### src/rtl/mips_muldiv_pkg.sv
// Shared types and constants for the HI/LO multiply/divide unit.
package mips_muldiv_pkg;

   localparam int MULDIV_WIDTH = 32;
   // One shift-add or shift-subtract iteration per operand bit.
   localparam int MULDIV_ITERS = MULDIV_WIDTH;

   typedef enum logic [2:0] {
      OP_MULT  = 3'd0,
      OP_MULTU = 3'd1,
      OP_DIV   = 3'd2,
      OP_DIVU  = 3'd3,
      OP_MTHI  = 3'd4,
      OP_MTLO  = 3'd5
   } muldiv_op_t;

   typedef enum logic [1:0] {
      IDLE = 2'd0,
      RUN  = 2'd1,
      FIX  = 2'd2
   } state_t;

   typedef enum logic {
      STEP_MUL = 1'b0,
      STEP_DIV = 1'b1
   } step_mode_t;

   // MULT and DIV treat their operands as two's-complement numbers.
   function automatic logic op_is_signed(input logic [2:0] op);
      return (op == OP_MULT) || (op == OP_DIV);
   endfunction

endpackage

### src/rtl/muldiv_step.sv
// One combinational iteration of the unsigned multiply/divide datapath.
// Multiply: acc = {partial_product, remaining_multiplier}; add the
// multiplicand on the multiplier LSB, then shift right.
// Divide: acc = {partial_remainder, remaining_dividend}; restoring
// shift-subtract. The quotient bit is returned separately and the
// accumulator LSB is left clear for the caller to fill.
module muldiv_step
   import mips_muldiv_pkg::*;
#(
   parameter int WIDTH = MULDIV_WIDTH
)
(
   input  step_mode_t           i_mode,
   input  logic [2*WIDTH-1:0]   i_acc,
   input  logic [WIDTH-1:0]     i_operand,
   output logic [2*WIDTH-1:0]   o_acc,
   output logic                 o_qbit
);

   logic [WIDTH:0] w_mul_sum;
   logic [WIDTH:0] w_trial;

   // Compute both candidate updates and select by mode.
   always_comb begin
      w_mul_sum = {1'b0, i_acc[2*WIDTH-1:WIDTH]}
                + (i_acc[0] ? {1'b0, i_operand} : {(WIDTH+1){1'b0}});
      w_trial   = i_acc[2*WIDTH-1:WIDTH-1] - {1'b0, i_operand};
      o_acc     = '0;
      o_qbit    = 1'b0;
      if (i_mode == STEP_MUL) begin
         o_acc = {w_mul_sum, i_acc[WIDTH-1:1]};
      end else begin
         // Non-negative trial difference means the divisor fits.
         o_qbit = ~w_trial[WIDTH];
         if (o_qbit) begin
            o_acc = {w_trial[WIDTH-1:0], i_acc[WIDTH-2:0], 1'b0};
         end else begin
            o_acc = {i_acc[2*WIDTH-2:WIDTH-1], i_acc[WIDTH-2:0], 1'b0};
         end
      end
   end

endmodule

### src/rtl/hilo_muldiv.sv
// Iterative multiply/divide unit with architectural HI/LO registers.
// Operands are latched as magnitudes plus sign flags, WIDTH iterations run
// in RUN, and FIX applies sign correction and writes HI/LO in one cycle.
module hilo_muldiv
   import mips_muldiv_pkg::*;
#(
   parameter int WIDTH = MULDIV_WIDTH
)
(
   input  logic             clk,
   input  logic             reset,
   input  logic             start,
   input  logic [2:0]       op,
   input  logic [WIDTH-1:0] rs_val,
   input  logic [WIDTH-1:0] rt_val,
   output logic             busy,
   output logic             done,
   output logic [WIDTH-1:0] hi,
   output logic [WIDTH-1:0] lo,
   output state_t           o_dbg_state
);

   localparam int CW = (WIDTH > 1) ? $clog2(WIDTH) : 1;
   localparam logic [CW-1:0] LAST_CNT = CW'(WIDTH - 1);

   state_t               r_state;
   state_t               w_next_state;
   logic                 w_load;
   logic                 w_iter;
   logic                 w_fix;
   logic                 w_mt;

   logic [2*WIDTH-1:0]   r_acc;
   logic [WIDTH-1:0]     r_operand;
   logic [WIDTH-1:0]     r_rs_raw;
   logic [CW-1:0]        r_cnt;
   logic                 r_is_mul;
   logic                 r_neg_q;
   logic                 r_neg_r;
   logic                 r_div_zero;
   logic [WIDTH-1:0]     r_hi;
   logic [WIDTH-1:0]     r_lo;
   logic                 r_done;

   logic                 w_op_long;
   logic                 w_op_mt;
   logic                 w_signed;
   logic                 w_is_mul;
   logic                 w_sa;
   logic                 w_sb;
   logic [WIDTH-1:0]     w_abs_a;
   logic [WIDTH-1:0]     w_abs_b;
   step_mode_t           w_mode;
   logic [2*WIDTH-1:0]   w_step_acc;
   logic                 w_qbit;
   logic [2*WIDTH-1:0]   w_prod;
   logic [WIDTH-1:0]     w_quo;
   logic [WIDTH-1:0]     w_rem;
   logic [WIDTH-1:0]     w_res_hi;
   logic [WIDTH-1:0]     w_res_lo;

   // Operand decode; abs of the most negative value wraps to itself and is
   // then read as an unsigned magnitude.
   assign w_op_long = (op == OP_MULT) || (op == OP_MULTU) ||
                      (op == OP_DIV)  || (op == OP_DIVU);
   assign w_op_mt   = (op == OP_MTHI) || (op == OP_MTLO);
   assign w_signed  = op_is_signed(op);
   assign w_is_mul  = (op == OP_MULT) || (op == OP_MULTU);
   assign w_sa      = w_signed & rs_val[WIDTH-1];
   assign w_sb      = w_signed & rt_val[WIDTH-1];
   assign w_abs_a   = w_sa ? -rs_val : rs_val;
   assign w_abs_b   = w_sb ? -rt_val : rt_val;
   assign w_mode    = r_is_mul ? STEP_MUL : STEP_DIV;

   muldiv_step #(.WIDTH(WIDTH)) u_step (
      .i_mode    (w_mode),
      .i_acc     (r_acc),
      .i_operand (r_operand),
      .o_acc     (w_step_acc),
      .o_qbit    (w_qbit)
   );

   // FSM state register.
   always_ff @(posedge clk) begin
      if (reset) r_state <= IDLE;
      else       r_state <= w_next_state;
   end

   // FSM next state and per-cycle action strobes.
   always_comb begin
      w_next_state = r_state;
      w_load       = 1'b0;
      w_iter       = 1'b0;
      w_fix        = 1'b0;
      w_mt         = 1'b0;
      case (r_state)
         IDLE: begin
            if (start && w_op_long) begin
               w_load       = 1'b1;
               w_next_state = RUN;
            end else if (start && w_op_mt) begin
               w_mt = 1'b1;
            end
         end
         RUN: begin
            w_iter = 1'b1;
            if (r_cnt == LAST_CNT) w_next_state = FIX;
         end
         FIX: begin
            w_fix        = 1'b1;
            w_next_state = IDLE;
         end
         default: w_next_state = IDLE;
      endcase
   end

   // Operand latch and iteration datapath. The accumulator upper half is
   // cleared at load; the lower half holds the operand shifted out bitwise.
   always_ff @(posedge clk) begin
      if (reset) begin
         r_acc      <= '0;
         r_operand  <= '0;
         r_rs_raw   <= '0;
         r_cnt      <= '0;
         r_is_mul   <= 1'b0;
         r_neg_q    <= 1'b0;
         r_neg_r    <= 1'b0;
         r_div_zero <= 1'b0;
      end else if (w_load) begin
         r_acc      <= {{WIDTH{1'b0}}, (w_is_mul ? w_abs_b : w_abs_a)};
         r_operand  <= w_is_mul ? w_abs_a : w_abs_b;
         r_rs_raw   <= rs_val;
         r_cnt      <= '0;
         r_is_mul   <= w_is_mul;
         r_neg_q    <= w_sa ^ w_sb;
         r_neg_r    <= w_sa & ~w_is_mul;
         r_div_zero <= ~w_is_mul && (rt_val == '0);
      end else if (w_iter) begin
         r_acc <= w_step_acc | {{(2*WIDTH-1){1'b0}}, w_qbit};
         r_cnt <= r_cnt + 1'b1;
      end
   end

   // Sign fix-up and final result selection, consumed in FIX.
   always_comb begin
      w_prod   = r_neg_q ? -r_acc : r_acc;
      w_quo    = r_neg_q ? -r_acc[WIDTH-1:0] : r_acc[WIDTH-1:0];
      w_rem    = r_neg_r ? -r_acc[2*WIDTH-1:WIDTH] : r_acc[2*WIDTH-1:WIDTH];
      w_res_hi = w_rem;
      w_res_lo = w_quo;
      if (r_is_mul) begin
         w_res_hi = w_prod[2*WIDTH-1:WIDTH];
         w_res_lo = w_prod[WIDTH-1:0];
      end else if (r_div_zero) begin
         // Deterministic divide-by-zero result regardless of signedness.
         w_res_hi = r_rs_raw;
         w_res_lo = '1;
      end
   end

   // HI/LO architectural registers and the one-cycle done pulse.
   always_ff @(posedge clk) begin
      if (reset) begin
         r_hi   <= '0;
         r_lo   <= '0;
         r_done <= 1'b0;
      end else begin
         r_done <= w_fix | w_mt;
         if (w_fix) begin
            r_hi <= w_res_hi;
            r_lo <= w_res_lo;
         end else if (w_mt) begin
            if (op == OP_MTHI) r_hi <= rs_val;
            else               r_lo <= rs_val;
         end
      end
   end

   assign busy        = (r_state != IDLE);
   assign done        = r_done;
   assign hi          = r_hi;
   assign lo          = r_lo;
   assign o_dbg_state = r_state;

endmodule

### config.mk
export PLATFORM = sky130hd
export DESIGN_NAME = hilo_muldiv
export DESIGN_NICKNAME = d
export VERILOG_FILES = /design/src/rtl/mips_muldiv_pkg.sv /design/src/rtl/muldiv_step.sv /design/src/rtl/hilo_muldiv.sv
export SDC_FILE = /design/constraint.sdc
export NUM_CORES = 1
export LEC_CHECK = 0
export CORE_UTILIZATION = 25
export CTS_BUF_LIST = sky130_fd_sc_hd__clkbuf_8
export CTS_CLUSTER_DIAMETER = 120
export DETAILED_ROUTE_END_ITERATION = 12
export SLEW_MARGIN = 15
export SYNTH_ARGS = -nofsm -noshare
export SYNTH_HDL_FRONTEND = slang
export SYNTH_HIERARCHICAL = 1
export SYNTH_SLANG_ARGS = --single-unit
### constraint.sdc
create_clock -name clk -period 3.9 [get_ports clk]
set_input_delay 0.78 -clock clk [delete_from_list [all_inputs] [get_ports clk]]
set_output_delay 0.78 -clock clk [all_outputs]
set_load 0.02 [all_outputs]
==> results of run 1 <==
==> synthesized netlist by cell type (all sizes together), types with 16 or more instances <==
library cell and instances:
a211oi 25, a21o 37, a21oi 230, a221oi 26
a22oi 48, a31oi 32, and2 41, and3 19
buf 34, clkbuf 157, dfxtp 204, ha 70
inv 77, mux2 36, mux2i 41, nand2 353
nand2b 18, nand3 51, nand4 25, nor2 146
nor2b 16, nor3 70, nor4 32, o211ai 23
o21ai 138, o22ai 19, o31ai 37, o41ai 21
or3 17, or4 20, xnor2 109, xor2 49
==> flip-flops by register name, summed over array words and instances, names as in the netlist <==
register     count
r_cnt            5
r_is_mul         1
done             1
lo              32
o_dbg_state      2
r_operand       32
r_rs_raw        32
r_neg_q          1
hi              32
r_acc           64
r_div_zero       1
r_neg_r          1
==> worst max-delay path: cells and delay by family, from the launching register on <==
kind,cells,cell delay [ns]
and+or+nand+nor,3,0.39
buffers and inverters,1,0.18
adders and majority gates,2,0.69
AOI/OAI and AO/OA,9,2.10
DFF,1,0.34
==> where the power goes <==
| group | switching [mW] | internal (mW) |
|---|---|---|
| logic | 1.79 | 1.16 |
| registers | 0.123 | 2.18 |
| clock network | 1.14 | 1.48 |
| total | 3.06 | 4.82 |
==> path summary, 6_finish.rpt <==
| path | cells after the start | slack [ns] | endpoint | from |
|---|---|---|---|---|
| worst max-delay path | 15 | 0.1 | r_acc[61] | r_acc[0] |
| worst min-delay path | 2 | 0.46 | r_rs_raw[29] | r_rs_raw[29] |
| worst max register to register | 15 | 0.1 | r_acc[61] | r_acc[0] |
| worst min register to register | 2 | 0.46 | r_rs_raw[29] | r_rs_raw[29] |
==> layout make-up <==
cell class	count	area [sq um]	area share
Clock inverter	21	216.5	0.01006
Antenna cell	3	7.507	0.0003489
Clock buffer	52	715.7	0.03326
Sequential cell	204	4084	0.1898
Inverter	78	294.0	0.01367
Multi-Input combinational cell	1926	12300	0.5716
Tap cell	931	1165	0.05414
Timing Repair Buffer	310	2734	0.1271
==> stage by stage <==
step                      setup WS, ns  instances    util
after floorplan                 0.3732       2399       -
after global placement          0.2067       3449  0.2992
after detailed placement        0.1895       3449  0.2992
after CTS                       0.1311       3522  0.3127
after global routing          -0.02854       3522  0.3130
final                          0.09535       3525  0.3132
==> cell families (layout without fill, tap and decap cells) <==
family / count (synthesis) / count (layout) / share of synthesized area
adder cells (fa/ha/maj): 72 / 72 / 0.05272
buffers and inverters: 269 / 461 / 0.05992
AO/OA/AOI/OAI: 764 / 764 / 0.2896
other: 0 / 3 / 0
flip-flops: 204 / 204 / 0.2351
AND/OR/NAND/NOR: 855 / 855 / 0.2361
multiplexers: 77 / 77 / 0.04696
XOR/XNOR: 158 / 158 / 0.07965
==> metal layers <==
layer	share of wire	track usage	up-vias
met5	0.00023	0	-
met4	0.046	0.09599	2
met3	0.085	0.04360	204
met2	0.45	0.3565	990
met1	0.42	0.2868	9437
li1	-	-	9117
==> flow_metrics.tcl, run 1 <==
set metrics [dict create \
    syn_area_per_cell_sq_um 7.242 \
    firstDrtPassIters 6 \
    track_usage 0.2217 \
    critPathRequiredTime_ns 4.46 \
    cp_max_fo 6 \
    grt_antenna_before_repair 1 \
    slowest_stage "fa_1" \
    finalPower_mw 7.873 \
    rsz0062_at_grt "true" \
    die_x_um 265.6 \
    drive_gt1_frac 0.1250 \
    cts.clk_slew.worst_paths_ns 0.06 \
    wire_per_inst_um 22.99 \
    synth-edff-count 0 \
    htree_levels 2 \
    numCtsBuffers 41 \
    syn2layout_area_growth_pct 23.85 \
    outcome "finished clean" \
    hold_violations 0 \
    die_y_um 265.6 \
    powerDensity_mw_per_mm2 365.9 \
    final_cell_mix "nand2_1 (352), a21oi_1 (229), dfxtp_1 (204)" \
    route.detailed.drc 0 \
    min_path_type "flip-flop to flip-flop" \
    slew_violations 0 \
    final_nets 2703 \
    synth_area_leader_cell "dfxtp_1" \
    ys_seq_area_frac 0.2351 \
    endpoint_kind "flip-flop" \
    clock-sinks 204 \
    wl_um 81050 \
    overflow 0 \
    via_per_inst 5.603 \
    place_congestion 0.9963 \
    cts_resized 0 \
    cts_hold_buf 0 \
    fill_cells 7570 \
    start_util 0.2529 \
    power.leakage_nw 8.232 \
    crit_path_max_incr_delay_ns 0.46 \
    route.vias.total 19750 \
    clkLatencyLatePin_ns 0.65 \
    tritoncts "yes" \
    yosys-top-cells-area "dfxtp_1 (24%), nand2_1 (7.6%), a21oi_1 (6.6%)" \
    setup_viol 0 \
    final_common_cell "nand2_1" \
    synthFlopType "dfxtp_1" \
    grt_pass1_wl_um 118700 \
    path_class "flip-flop to flip-flop" \
    fmax_mhz 262.8 \
    holdWs_ns 0.4552 \
    syn-num-nets 2541 \
    path_cells "and2_1 -> ha_1 -> fa_1 -> a211oi_2 -> o21bai_1 -> o41ai_1 -> buf_4 -> a21oi_1 -> o211a_1 -> o211ai_1 -> nand2_2 -> a2111o_1 -> o221ai_1 -> nand2_1 -> a21oi_1" \
    ys_async_sr_fraction 0 \
    worst_slew_pin_slew_ns 1.028 \
    first_iter_violations 2091 \
    fin_area_sq_mm 0.02152 \
    worst_clock_skew_ns 0.03110 \
    synth_cell_types 86 \
    peakVddDrop_uv 202.7 \
    synth_warnings 6 \
    core-area_sq_mm 0.06871 \
    io_buffer_count 137 \
    synth_cells 2399 \
    ant_nets 0 \
    finalCritPeriodShare 0.9756 \
    place_area_sq_mm 0.02055 \
    cts.path.max_buffers 3 \
    fin_setup_tns_ns 0 \
    std_cell_rows 96 \
    crit_path_frequent_cell "a21oi_1" \
    clock-root-buffer "clkbuf_8" \
    synth_top_area_frac 0.2351 \
    die-area_sq_mm 0.07055 \
    dp_hpwl_um 61910 \
    grt_pass1_vias 18410 \
    period_needed_ns 3.805 \
    cts_setup_buffers 0 \
    slew_headroom 0.3083 \
    grt_max_degree 134 \
    yosys_register_bits 204 \
    maxCapViolCount 0 \
    cp-start-kind "flip-flop" \
    syn-cell-area_sq_mm 0.01737 \
    io_pins 138 \
    critPathArrivalTime_ns 4.36 \
]
Note: power is estimated with default switching activity, not from simulation.
==> run 2, diff against run 1 <==
Settings changed: CORE_MARGIN from default to 5, CTS_BUF_LIST sky130_fd_sc_hd__clkbuf_8 to default, PLACE_DENSITY from default to 0.5.
==> flow_metrics.tcl, run 2 (synthesis results as in run 1) <==
set metrics [dict create \
    ant_nets 0 \
    fill_cells 7450 \
    rsz0062_at_grt "false" \
    met1_usage 0.2962 \
    worst_clock_skew_ns 0.04287 \
    hp-start "r_rs_raw[26]" \
    powerDensity_mw_per_mm2 373.8 \
    wl_um 86950 \
    cts.path.max_buffers 3 \
    route.vias.total 19810 \
    clock-sinks 204 \
    clkLatencyLatePin_ns 0.60 \
    io_buffer_count 137 \
    endpoint_kind "flip-flop" \
    io_pins 138 \
    clock-root-buffer "clkbuf_16" \
    slew_violations 0 \
    slew_headroom 0.2663 \
    critPathRequiredTime_ns 4.38 \
    maxCapViolCount 0 \
    drive_gt1_frac 0.1241 \
    worst_slew_pin_slew_ns 1.096 \
    cts_hold_buf 0 \
    critPathArrivalTime_ns 4.21 \
    worstHoldEndpoint "r_rs_raw[26]" \
    setup_viol 0 \
    hold_depth 2 \
    min_path_type "flip-flop to flip-flop" \
    tritoncts "yes" \
    final_cell_mix "nand2_1 (352), a21oi_1 (230), dfxtp_1 (203)" \
    hold_violations 0 \
    route.detailed.drc 0 \
    dp_hpwl_um 65660 \
    largest_register_ffs 64 \
    numCtsBuffers 27 \
    cp_max_fo 33 \
    fin_setup_tns_ns 0 \
    die_y_um 273.6 \
    grt_pass1_vias 18850 \
    fmax_mhz 268.2 \
    grt_pass1_wl_um 126300 \
    first_iter_violations 2072 \
    cp-start-kind "flip-flop" \
    final_common_cell "nand2_1" \
    grt_use_met3 0.02936 \
    firstDrtPassIters 8 \
    die_x_um 273.6 \
    r2r_end "hi[28]" \
    regArea_sq_mm 0.004085 \
    die-area_sq_mm 0.07486 \
    grt.busiest_layer "met2" \
    syn2layout_area_growth_pct 24.98 \
    cts.clk_slew.worst_paths_ns 0.06 \
    fin_ws_ns 0.1708 \
    track_usage 0.2201 \
    place_congestion 0.9831 \
    path_class "flip-flop to flip-flop" \
    power.leakage_nw 8.298 \
    core-area_sq_mm 0.06871 \
    grt_max_degree 134 \
    peakVddDrop_uv 349.8 \
    finalCritPeriodShare 0.9562 \
    wire_per_inst_um 24.76 \
    regMostFlops "r_acc" \
    start_util 0.2529 \
    std_cell_rows 96 \
    r2r_cells 10 \
    grt_antenna_before_repair 5 \
    use_met2 0.3603 \
    multiInputGateArea_sq_mm 0.01233 \
    final_nets 2700 \
    pre_cts_ws_ns -0.003104 \
    r2r_slack_ns 0.17 \
    reg2reg_from "r_acc[0]" \
    via_per_inst 5.640 \
    htree_levels 1 \
    period_needed_ns 3.729 \
    overflow 0 \
    outcome "finished clean" \
]
## run 2: metal layers
layer / vias to the layer above / routed length [um]
met5: - / 20
met4: 2 / 3633
met3: 160 / 6713
met2: 964 / 39720
met1: 9564 / 36870
li1: 9119 / -
## run 2: power by group
group          switching (mW)  total, mW  internal (mW)
Combinational            1.82       3.00           1.18
Sequential              0.129       2.31           2.18
Clock                    1.10       2.80           1.70
Total                    3.05       8.12           5.07
## run 2: worst max path at each step
stage	startpoint	end	slack, ns	cells after the start
after floorplan	r_acc[0]	r_acc[61]	0.37	15
after global placement	r_operand[17]	r_acc[0]	-0.04	13
after detailed placement	r_acc[31]	r_acc[0]	-0.003	15
after CTS	r_acc[31]	r_acc[0]	0.03	15
after global routing	r_operand[15]	r_acc[0]	0.02	14
final	r_acc[0]	hi[28]	0.17	10
## run 2: what timing repair did
action / CTS / global route
setup buffers: 0 / 2
pin swaps: 0 / 2
endpoints found under the setup margin: 1 / 26
gates cloned: 0 / 0
resized for setup: 1 / 10
## run 2: layout make-up
class | count | area share
multi-input cells | 1926 | 0.5678
inverters | 78 | 0.01348
well taps | 931 | 0.05365
repair buffers | 321 | 0.1318
flip-flops and latches | 204 | 0.1881
clock buffers | 36 | 0.03498
diodes | 3 | 0.0003457
clock inverters | 13 | 0.009738
## run 2: critical path: stages (launching register included)
cell	delay [ns]
dfxtp_1	0.35
buf_12	0.19
inv_1	0.11
ha_1	0.21
or4b_4	0.52
or3_1	0.62
or3_1	0.69
buf_4	0.27
o21ai_0	0.40
or4b_2	0.21
nand3_1	0.06
## run 2: per-stage QoR
step | std cells | hold WS [ns] | util | total power, mW | cell area [sq um]
floorplan | 2399 | 0.4312 | - | 4.202 | 17370
global placement | 3458 | 0.4413 | 0.3009 | 5.236 | 20670
detailed placement | 3458 | 0.4457 | 0.3009 | 5.251 | 20670
CTS | 3507 | 0.4547 | 0.3151 | 8.068 | 21650
global route | 3509 | 0.4732 | 0.3159 | 8.467 | 21710
finish | 3512 | 0.4526 | 0.3160 | 8.116 | 21710
==> run 3, diff against run 2 <==
Settings changed: SLEW_MARGIN 15 to 20, TNS_END_PERCENT from default to 5.
==> results of run 3 <==
Same layout as run 2: the final DEF is identical, and so are final timing and power.
